**src/rtl/qlab5_mem_pattern_tester.sv**
```systemverilog
// Memory self-test master: writes seed+address to every word, reads it all back and
// reports mismatch count and the first failing address.
module qlab5_mem_pattern_tester #(
  parameter int ADDR_W = 11,
  parameter int DATA_W = 32,
  parameter int DEPTH  = 2048
) (
  input  logic                  clk,
  input  logic                  reset,
  input  logic                  start,
  input  logic [DATA_W-1:0]     pattern_seed,
  output logic                  busy,
  output logic                  done,
  output logic                  pass,
  output logic [15:0]           err_count,
  output logic [ADDR_W-1:0]     first_err_addr,
  output logic [ADDR_W-1:0]     mem_address,
  output logic [DATA_W/8-1:0]   mem_byteenable,
  output logic                  mem_chipselect,
  output logic                  mem_write,
  output logic [DATA_W-1:0]     mem_writedata,
  output logic                  mem_clken,
  input  logic [DATA_W-1:0]     mem_readdata
);

  // state  | meaning
  // IDLE   | waiting for start, no results
  // WRITE  | writing pattern to words 0..DEPTH-1
  // READ   | reading words back, comparing one cycle behind
  // DRAIN  | final compare of the last read word
  // DONE   | results held until the next start
  typedef enum logic [2:0] {S_IDLE, S_WRITE, S_READ, S_DRAIN, S_DONE} state_t;

  localparam logic [ADDR_W-1:0] LAST_ADDR = ADDR_W'(DEPTH - 1);

  state_t              state, state_nxt;
  logic [ADDR_W-1:0]   addr;
  logic [ADDR_W-1:0]   cmp_addr;
  logic                cmp_valid;
  logic [DATA_W-1:0]   seed;
  logic                start_ok;
  logic                addr_last;
  logic                mismatch;

  assign start_ok  = start && ((state == S_IDLE) || (state == S_DONE));
  assign addr_last = (addr == LAST_ADDR);
  assign mismatch  = cmp_valid && (mem_readdata != (seed + DATA_W'(cmp_addr)));

  always_ff @(posedge clk) begin
    if (reset) state <= S_IDLE;
    else       state <= state_nxt;
  end

  always_comb begin
    state_nxt = state;
    case (state)
      S_IDLE:  if (start_ok) state_nxt = S_WRITE;
      S_WRITE: if (addr_last) state_nxt = S_READ;
      S_READ:  if (addr_last) state_nxt = S_DRAIN;
      S_DRAIN: state_nxt = S_DONE;
      S_DONE:  if (start_ok) state_nxt = S_WRITE;
      default: state_nxt = S_IDLE;
    endcase
  end

  always_comb begin
    busy           = 1'b0;
    done           = 1'b0;
    pass           = 1'b0;
    mem_chipselect = 1'b0;
    mem_write      = 1'b0;
    mem_writedata  = '0;
    case (state)
      S_WRITE: begin
        busy           = 1'b1;
        mem_chipselect = 1'b1;
        mem_write      = 1'b1;
        mem_writedata  = seed + DATA_W'(addr);
      end
      S_READ: begin
        busy           = 1'b1;
        mem_chipselect = 1'b1;
      end
      S_DRAIN: busy = 1'b1;
      S_DONE: begin
        done = 1'b1;
        pass = (err_count == 16'd0);
      end
      default: ;
    endcase
  end

  assign mem_address    = addr;
  assign mem_byteenable = '1;
  assign mem_clken      = 1'b1;

  // Address reloads to 0 at the end of each pass so it never exceeds DEPTH-1.
  always_ff @(posedge clk) begin
    if (reset) begin
      addr           <= '0;
      seed           <= '0;
      cmp_valid      <= 1'b0;
      cmp_addr       <= '0;
      err_count      <= '0;
      first_err_addr <= '0;
    end else begin
      cmp_valid <= (state == S_READ);
      cmp_addr  <= addr;
      if (start_ok) begin
        addr           <= '0;
        seed           <= pattern_seed;
        err_count      <= '0;
        first_err_addr <= '0;
      end else begin
        if ((state == S_WRITE) || (state == S_READ))
          addr <= addr_last ? '0 : addr + 1'b1;
        if (mismatch) begin
          if (err_count == 16'd0) first_err_addr <= cmp_addr;
          if (err_count != 16'hFFFF) err_count <= err_count + 16'd1;
        end
      end
    end
  end

endmodule

```
**config.mk**
```make
export PLATFORM = sky130hd
export DESIGN_NAME = qlab5_mem_pattern_tester
export DESIGN_NICKNAME = d
export VERILOG_FILES = /design/src/rtl/qlab5_mem_pattern_tester.sv
export SDC_FILE = /design/constraint.sdc
export NUM_CORES = 1
export LEC_CHECK = 0
export ABC_AREA = 0
export CELL_PAD_IN_SITES_DETAIL_PLACEMENT = 1
export CELL_PAD_IN_SITES_GLOBAL_PLACEMENT = 2
export CORE_MARGIN = 2
export CORE_UTILIZATION = 26
export DETAILED_ROUTE_END_ITERATION = 6
export PLACE_DENSITY_LB_ADDON = 0.2
export SLEW_MARGIN = 20
export SYNTH_ARGS = -nofsm -noshare
export SYNTH_HDL_FRONTEND = slang
export SYNTH_SLANG_ARGS = --single-unit
```
**constraint.sdc**
```tcl
create_clock -name clk -period 3.3 [get_ports clk]
set_input_delay 0.33 -clock clk [delete_from_list [all_inputs] [get_ports clk]]
set_output_delay 0.33 -clock clk [all_outputs]
set_load 0.005 [all_outputs]
```
==> After elaboration in Yosys (flattened, before gate mapping) <==
Index checks and enable logic that the tools add are counted.
{ "word_totals": {"reg_bits": 85, "inputBits": 67, "elab_cells": 45} }
{ "op_classes": {"n_addsub": 4, "n_eq_ne": 10, "n_mux": 11, "n_reduce_logical": 13} }
{ "op_table": {"columns": ["operator", "count"], "rows": [
  ["32-bit by 11-bit adder with 32-bit output", 2],
  ["32-bit two-way mux", 1],
  ["32-bit != test", 1],
  ["16-bit by 1-bit adder with 16-bit output (second input constant)", 1],
  ["16-bit logical NOT", 1],
  ["16-bit != test (second input constant)", 1],
  ["3-bit case mux with 4 select lines", 1],
  ["11-bit by 1-bit adder with 11-bit output (second input constant)", 1],
  ["11-bit == test (second input constant)", 1],
  ["11-bit two-way mux", 1],
  ["3-bit two-way mux", 3],
  ["3-bit by 2-bit == test with 1-bit output (second input constant)", 2],
  ["2-bit OR reduction", 3],
  ["1-bit two-way mux", 5],
  ["2-bit != test (second input constant)", 2],
  ["2-bit AND reduction", 2],
  ["3-bit by 1-bit == test with 1-bit output (second input constant)", 1],
  ["3-bit == test (second input constant)", 1],
  ["3-bit logical NOT", 1],
  ["3-bit AND reduction", 1],
  ["3-bit OR reduction", 1],
  ["1-bit logical AND", 2],
  ["1-bit logical OR", 2],
  ["2-bit by 1-bit != test with 1-bit output (second input constant)", 1]
]} }

==> Depth between registers and ports, before layout <==
Gate-level depths: netlist of run 1.
{ "depth": {"depth_word": 5, "mapped_depth": 13, "ltp_nobuf": 11} }

==> Worst setup path before layout of run 1 <==
Ideal clock, no wire load.
{ "synth_timing": {"kind": "reg2reg", "startpoint": "register cmp_addr[0]", "endpoint": "register err_count[6]", "setup_ns": 0.138, "arrival_ns": 3.127, "required_ns": 3.162, "slack_ns": 0.036, "stages_incl_launch_ff": 13, "path_buffers": 1, "path_cell_list": "dfxtp_1 -> ha_1 -> fa_1 -> nand3_1 -> a211oi_1 -> o311ai_0 -> nand2_1 -> a2111o_1 -> a2111oi_0 -> nor2b_2 -> clkbuf_1 -> or3_1 -> a21oi_2"} }
{ "synth_via": {"elab_chain_cells": 4} }
{ "synth_lines": {"columns": ["item", "line", "source"], "rows": [
  ["start, declared", "38", "logic [ADDR_W-1:0] cmp_addr;"],
  ["start signal, assigned", "108", "cmp_addr <= addr;"],
  ["32-bit by 11-bit adder with 32-bit output", "47", "assign mismatch = cmp_valid && (mem_readdata != (seed + DATA_W'(cmp_addr)));"],
  ["32-bit != test", "47", null],
  ["1-bit logical AND", "47", null],
  ["2-bit AND reduction (no source line)", null, null],
  ["end signal, assigned", "119", "if (err_count != 16'hFFFF) err_count <= err_count + 16'd1;"],
  ["end, declared", "15", "output logic [15:0] err_count,"]
]} }
No other way between the ends.
A chain may end at the register's enable or synchronous reset.

==> Final worst setup path of run 1 <==
{ "layout_timing": {"startpoint": "register seed[6]", "endpoint": "register err_count[10]"} }
{ "layout_via": {"elab_chain_cells": 4} }
{ "layout_lines": {"columns": ["item", "line", "source"], "rows": [
  ["start, declared", "40", "logic [DATA_W-1:0] seed;"],
  ["start signal, assigned", "111", "seed <= pattern_seed;"],
  ["32-bit by 11-bit adder with 32-bit output", "47", null],
  ["32-bit != test", "47", null],
  ["1-bit logical AND", "47", null],
  ["2-bit AND reduction (no source line)", null, null]
]} }
No other way between the ends.

==> results of run 1 <==
[registers in the layout, summed over array words and instances, names as in the netlist]
register / cells
err_count: 16
cmp_addr: 11
cmp_valid: 1
seed: 32
mem_address: 11
first_err_addr: 11
state: 3
[timing repair]
item | CTS | global route
hold endpoints to repair | 0 | 0
hold buffers | 0 | 0
cloned | 3 | 0
pin swaps | 37 | 20
setup buffers | 13 | 4
resized for setup | 164 | 35
setup endpoints to repair | 52 | 49
[metrics by stage]
| step | setup slack [ps] | setup TNS [ps] | hold WS, ps |
|---|---|---|---|
| CTS | -112 | -2210 | 465 |
| detailed placement | -476 | -12950 | 453 |
| finish | -79.9 | -1850 | 461 |
| floorplan | 35.6 | 0 | 442 |
| global placement | -403 | -11790 | 445 |
| global route | -201 | -6310 | 476 |
[where the power goes]
| part | leakage, nW | internal (mW) | switching, mW |
|---|---|---|---|
| clock network | 0.138 | 0.579 | 0.429 |
| logic | 2.89 | 0.779 | 1.06 |
| registers | 0.696 | 1.14 | 0.145 |
| total | 3.73 | 2.49 | 1.63 |
[how the worst min path moves through the flow]
stage	to	depth (start not counted)	slack, ps	start
finish	first_err_addr[0]	2	460	first_err_addr[0]
global route	first_err_addr[5]	2	480	first_err_addr[5]
CTS	first_err_addr[2]	2	460	first_err_addr[2]
detailed placement	first_err_addr[0]	2	450	first_err_addr[0]
global placement	first_err_addr[5]	2	440	first_err_addr[5]
floorplan	first_err_addr[0]	2	440	cmp_addr[0]
[Yosys cell counts (all sizes together), types with 8 or more instances]
cell type	instances	area, um2
nand2	137	514
o21ai	27	158
clkbuf	32	120
inv	15	56.3
o211ai	8	60.1
o21a	8	60.1
dfxtp	85	1700
and3	14	87.6
or3	16	100
or4	10	75.1
buf	20	135
a21oi	75	398
nor3	14	70.1
xor2	37	324
nand4	27	175
nor4	9	71.3
nand3	28	150
nor2b	16	103
nor2	68	255
xnor2	35	307
ha	25	313
mux2i	15	150
[routing by layer]
metal  track usage [%]  routed length [um]  up-vias
met1              29.2               12600     3354
met3              2.92                 759       16
met2              34.4               11900      114
met5                 0                   0        -
li1                  -                   -     3376
met4              4.50                 278        0
[final cells by class]
cell class / count / share of cell area [%]
clock buffers: 10 / 2.38
repair buffers: 290 / 26.1
inverters: 16 / 0.623
clock inverters: 5 / 0.545
well taps: 319 / 4.14
multi-input cells: 663 / 48.3
flip-flops and latches: 85 / 17.9
[cell families after synthesis]
group                      Yosys count
AOI/OAI and AO/OA                  178
xor gates and xnor gates            72
adders and majority gates           27
buffers and inverters               68
DFF                                 85
muxes                               15
other                                1
and+or+nand+nor                    366
[worst max-delay path: cells and delay by family, from the launching register on]
kind	cells	cell delay (ps)
adder cells (fa/ha/maj)	1	310
AND/OR/NAND/NOR	6	1760
buffers and inverters	2	270
flip-flops	1	360
AO/OA/AOI/OAI	3	540
==> results.toml, run 1 <==
[layout]
fin_util_pct = 41.3
area_delta_synth_final_pct = 57.2
seq_area_um2 = 1720
layoutNonFillerInstCount = 1388
finalInstanceArea_um2 = 9630
fillers = 2797
mostFrequentLayoutCells = "buf_4, nand2_1, clkdlybuf4s50_1, dfxtp_1, nor2_1"
layout_commonest_cell = "buf_4"
multi_input_area_um2 = 4650
diodes = 0
final_nets = 1159
layout-drive-gt1-share_pct = 26.4

[run_status]
outcome = "complete, but fails checks"
failed_checks = "setup timing"

[power]
power_density_nw_per_um2 = 428
p_leak_nw = 3.73
p_total_mw = 4.13
irDropWorstVdd_v = 0.000339

[critical_path]
cp_slowest_cell = "or4_4"
rrSetupSlack_ps = -80
worstSetupStartpointType = "flip-flop"
crit_chain = "ha_4, nand3_1, or4_4, o211a_4, or4_4, a2111oi_4, nand4_1, nor2b_4, buf_4, buf_12, or3_1, a21oi_2"
r2r-start = "seed[6]"
critical_path_class = "reg -> reg"
slowest_delay_ps = 560
cp_common_cell = "or4_4"
crit_fanout = 10
required_ps = 3500
r2r-end = "err_count[10]"
worstRegToRegCells = 12
endpoint_kind = "flip-flop"
critPathArrivalTime_ps = 3580
startpoint = "seed[6]"
cp-endpoint = "err_count[10]"

[global_route]
grt_pass1_wl_um = 40300
grtUsageTotal_pct = 21.0
grt_pass1_vias = 7265
grt_max_degree = 49
antenna_found_initial = 0
grt-ovfl-total = 0

[timing]
fin_crit_ps = 3380
max_freq_ghz = 0.296
maxSlewViolCount = 0
finalCritPeriodShare_pct = 102
layout_setup_ws_ps = -79.9
relSlewSlack_pct = 48.5
setup_viol = 31
clock_skew_ps = 14.7
rsz0062_at_grt = "yes"
hold_viol = 0
worstMarginPinSlew_ps = 773

[routing]
ant_nets = 0
routed_via_density = 4.94
finalWirelength_um = 25600
drt_first_iter_violations = 365
drc = 0
dr.pass1.iters = 5
wire_per_inst_um = 18.4
num_vias = 6860

[clocking]
cts_buffers = 9
clock_path_buffers = 2
clk_pin_slew_ps = 60
h-tree-depth = 3
cts_sinks = 85
cts_tree = "built"
cts-root-buf = "clkbuf_16"
worstSkewPairLatency_ps = 350

[logic_synthesis]
syn_area_um2 = 6130
synth.mux.area_fraction_pct = 2.45
ys_seq_area_share_pct = 27.8
synth_top_family_by_area = "simple AND/OR/NAND/NOR gates"
ys_seq_elements = 85
yosys_warnings = 0
avgSynthCellArea_um2 = 7.55
ys_async_sr_fraction_pct = 0
synthXorXnorAreaFrac_pct = 10.3
syn_inst = 812
synth_ff_type = "dfxtp_1"
ys_types = 74
synth-compound-area-share_pct = 19.2
synthAdderAreaFrac_pct = 5.76
yosys.area_share.simple_pct = 29.3
synth_edf_count = 0

[placement]
gp_congestion = 0.887
postPlaceCellArea_um2 = 8690
port_buffers = 141
dp_hpwl_um = 19800
placed_cells = 1355

[floorplanning]
core_um2 = 23300
fp-row-count = 56
die-area_um2 = 24800
initial_core_util_pct = 26.3
die_height_um = 158
pin_count = 147
die_w_um = 158

[worst_hold_path]
hold_class = "reg -> reg"

[flow_run]
cap_violations = 0
Note: power is estimated with default switching activity, not from simulation.
==> inputs of run 2 (changes only) <==
PLACE_DENSITY_LB_ADDON = 0.08   (was 0.2)
==> run 2 against run 1 <==
  * The flow still finishes with violations (setup timing)
  * Sequential power hardly changed
  * Routed wire length is 8.9% higher
  * Register-to-register slack worse by 60 ps
  * Combinational power is 2% higher
  * Final area is 2.2% higher
  * Total power is 3.0% higher
==> results.toml, run 2 (synthesis results as in run 1) <==
[layout]
final_nets = 1168
reg_top3 = "seed x32, err_count x16"
mostFrequentLayoutCells = "buf_4, nand2_1, clkdlybuf4s50_1, dfxtp_1, nor2_1"
layout-drive-gt1-share_pct = 29.1
fillers = 2786
max_flop_register = "seed"
area_delta_synth_final_pct = 60.6
layoutNonFillerInstCount = 1398
fin_util_pct = 42.2
layout_commonest_cell = "buf_4"
largest_reg_flops = 32
diodes = 0

[clocking]
h-tree-depth = 3
cts_tree = "built"
cts_hold_buffers = 0
cts_buffers = 9
worstSkewPairLatency_ps = 360
cts-root-buf = "clkbuf_16"
cts_sinks = 85
clk_pin_slew_ps = 80
clock_path_buffers = 2

[critical_path]
rrSetupSlack_ps = -140
required_ps = 3500
path_buf_inv = 2
critPathArrivalTime_ps = 3640
crit_fanout = 8
endpoint_kind = "flip-flop"
cp_common_cell = "or4_4"
r2r-start = "cmp_addr[8]"
critical_path_class = "reg -> reg"
slowest_delay_ps = 570
worstRegToRegCells = 12
cp_top_family = "simple AND/OR/NAND/NOR gates"
cp.depth = 12
cp_slowest_cell = "or4_4"
r2r-end = "err_count[8]"
crit_chain = "ha_4, nand4_1, or4_4, o211a_4, or4_4, a2111oi_4, nand4_1, nor2b_4, buf_8, buf_12, or4_4, a21oi_2"
worstSetupStartpointType = "flip-flop"

[power]
power_switching_mw = 1.71
irDropWorstVdd_v = 0.000292
p_sw_share_pct = 40.2
seqPwrFrac_pct = 30.6
p_total_mw = 4.25
pwr-share-clk_pct = 25.3
p_leak_nw = 3.76
power_frac_comb_pct = 44.1
power_density_nw_per_um2 = 432
internal-power_mw = 2.54

[global_route]
grt_pass1_wl_um = 43400
grt-ovfl-total = 0
grt_pass1_vias = 7633
grt_max_degree = 49
antenna_found_initial = 0
grtUsageTotal_pct = 22.7

[timing]
hold_viol = 0
clock_skew_ps = 16.8
worstMarginPinSlew_ps = 707
rsz0062_at_grt = "yes"
hold_ws_ps = 461
finalSetupTns_ps = -3210
maxSlewViolCount = 0
layout_setup_ws_ps = -136
setup_viol = 37
finalCritPeriodShare_pct = 104
max_freq_ghz = 0.291
fin_crit_ps = 3440
relSlewSlack_pct = 52.5

[floorplanning]
die_w_um = 158
die_height_um = 158
pin_count = 147
die-area_um2 = 24800
fp-row-count = 56
core_um2 = 23300
initial_core_util_pct = 26.3

[worst_hold_path]
hold_depth = 2
hold_path.startpoint = "first_err_addr[8]"
hold_end = "first_err_addr[8]"
hold_class = "reg -> reg"

[placement]
dp_hpwl_um = 21600
gp_congestion = 0.903
placed_cells = 1350
port_buffers = 141

[routing]
ant_nets = 0
wire_per_inst_um = 19.9
drc = 0
dr.pass1.iters = 4
drt_first_iter_violations = 399
num_vias = 7029
routed_via_density = 5.03
finalWirelength_um = 27800

[flow_run]
cap_violations = 0

[run_status]
failed_checks = "setup timing"
outcome = "complete, but fails checks"
==> run 2: worst max-delay path by stage <==
stage / start / endpoint
6_report: cmp_addr[8] / err_count[8]
5_1_grt: seed[0] / mem_writedata[26]
4_1_cts: seed[0] / mem_writedata[26]
3_5_place_dp: cmp_addr[9] / first_err_addr[1]
3_3_place_gp: seed[1] / mem_writedata[31]
2_1_floorplan: cmp_addr[0] / err_count[6]
==> run 2: layer usage <==
metal / global-route usage [%] / up-vias / part of all wire, %
met5: 0 / - / 0
met4: 4.50 / 0 / 1.1
met3: 2.64 / 20 / 3.0
met2: 37.2 / 127 / 47
met1: 32.0 / 3490 / 49
li1: - / 3392 / -
==> run 2: power groups by stage <==
| stage | registers, mW | clock network (mW) | logic, mW |
|---|---|---|---|
| after floorplan | 1.23 | 0 | 0.989 |
| after global placement | 1.28 | 0 | 1.77 |
| after detailed placement | 1.29 | 0 | 1.79 |
| after CTS | 1.29 | 1.09 | 1.85 |
| after global routing | 1.31 | 1.13 | 2.06 |
| final | 1.30 | 1.08 | 1.88 |
==> run 2: layout make-up <==
class / count / area, um2 / area share (%)
Inverter: 16 / 60.1 / 0.610
Sequential cell: 85 / 1730 / 17.6
Tap cell: 319 / 399 / 4.05
Multi-Input combinational cell: 663 / 4730 / 48.0
Clock inverter: 6 / 77.6 / 0.788
Timing Repair Buffer: 299 / 2620 / 26.6
Clock buffer: 10 / 229 / 2.33
==> run 2: timing repair <==
| action | in CTS | in global routing |
|---|---|---|
| resized for setup | 188 | 44 |
| setup endpoints to repair | 52 | 51 |
| setup buffers | 31 | 8 |
| gates cloned | 3 | 0 |
| pin swaps | 55 | 43 |
==> run 2: worst min-delay path, delay by kind of cell (launching register included) <==
family	cells	cell delay [ps]
flops	1	310
mux	1	50
simple gates	1	50
==> run 2: metrics by stage <==
step / worst slack [ps] / area [um2]
after floorplan: 35.6 / 6140
after global placement: -393 / 8680
after detailed placement: -431 / 8680
after CTS: -160 / 9720
after global routing: -277 / 9840
final: -136 / 9840
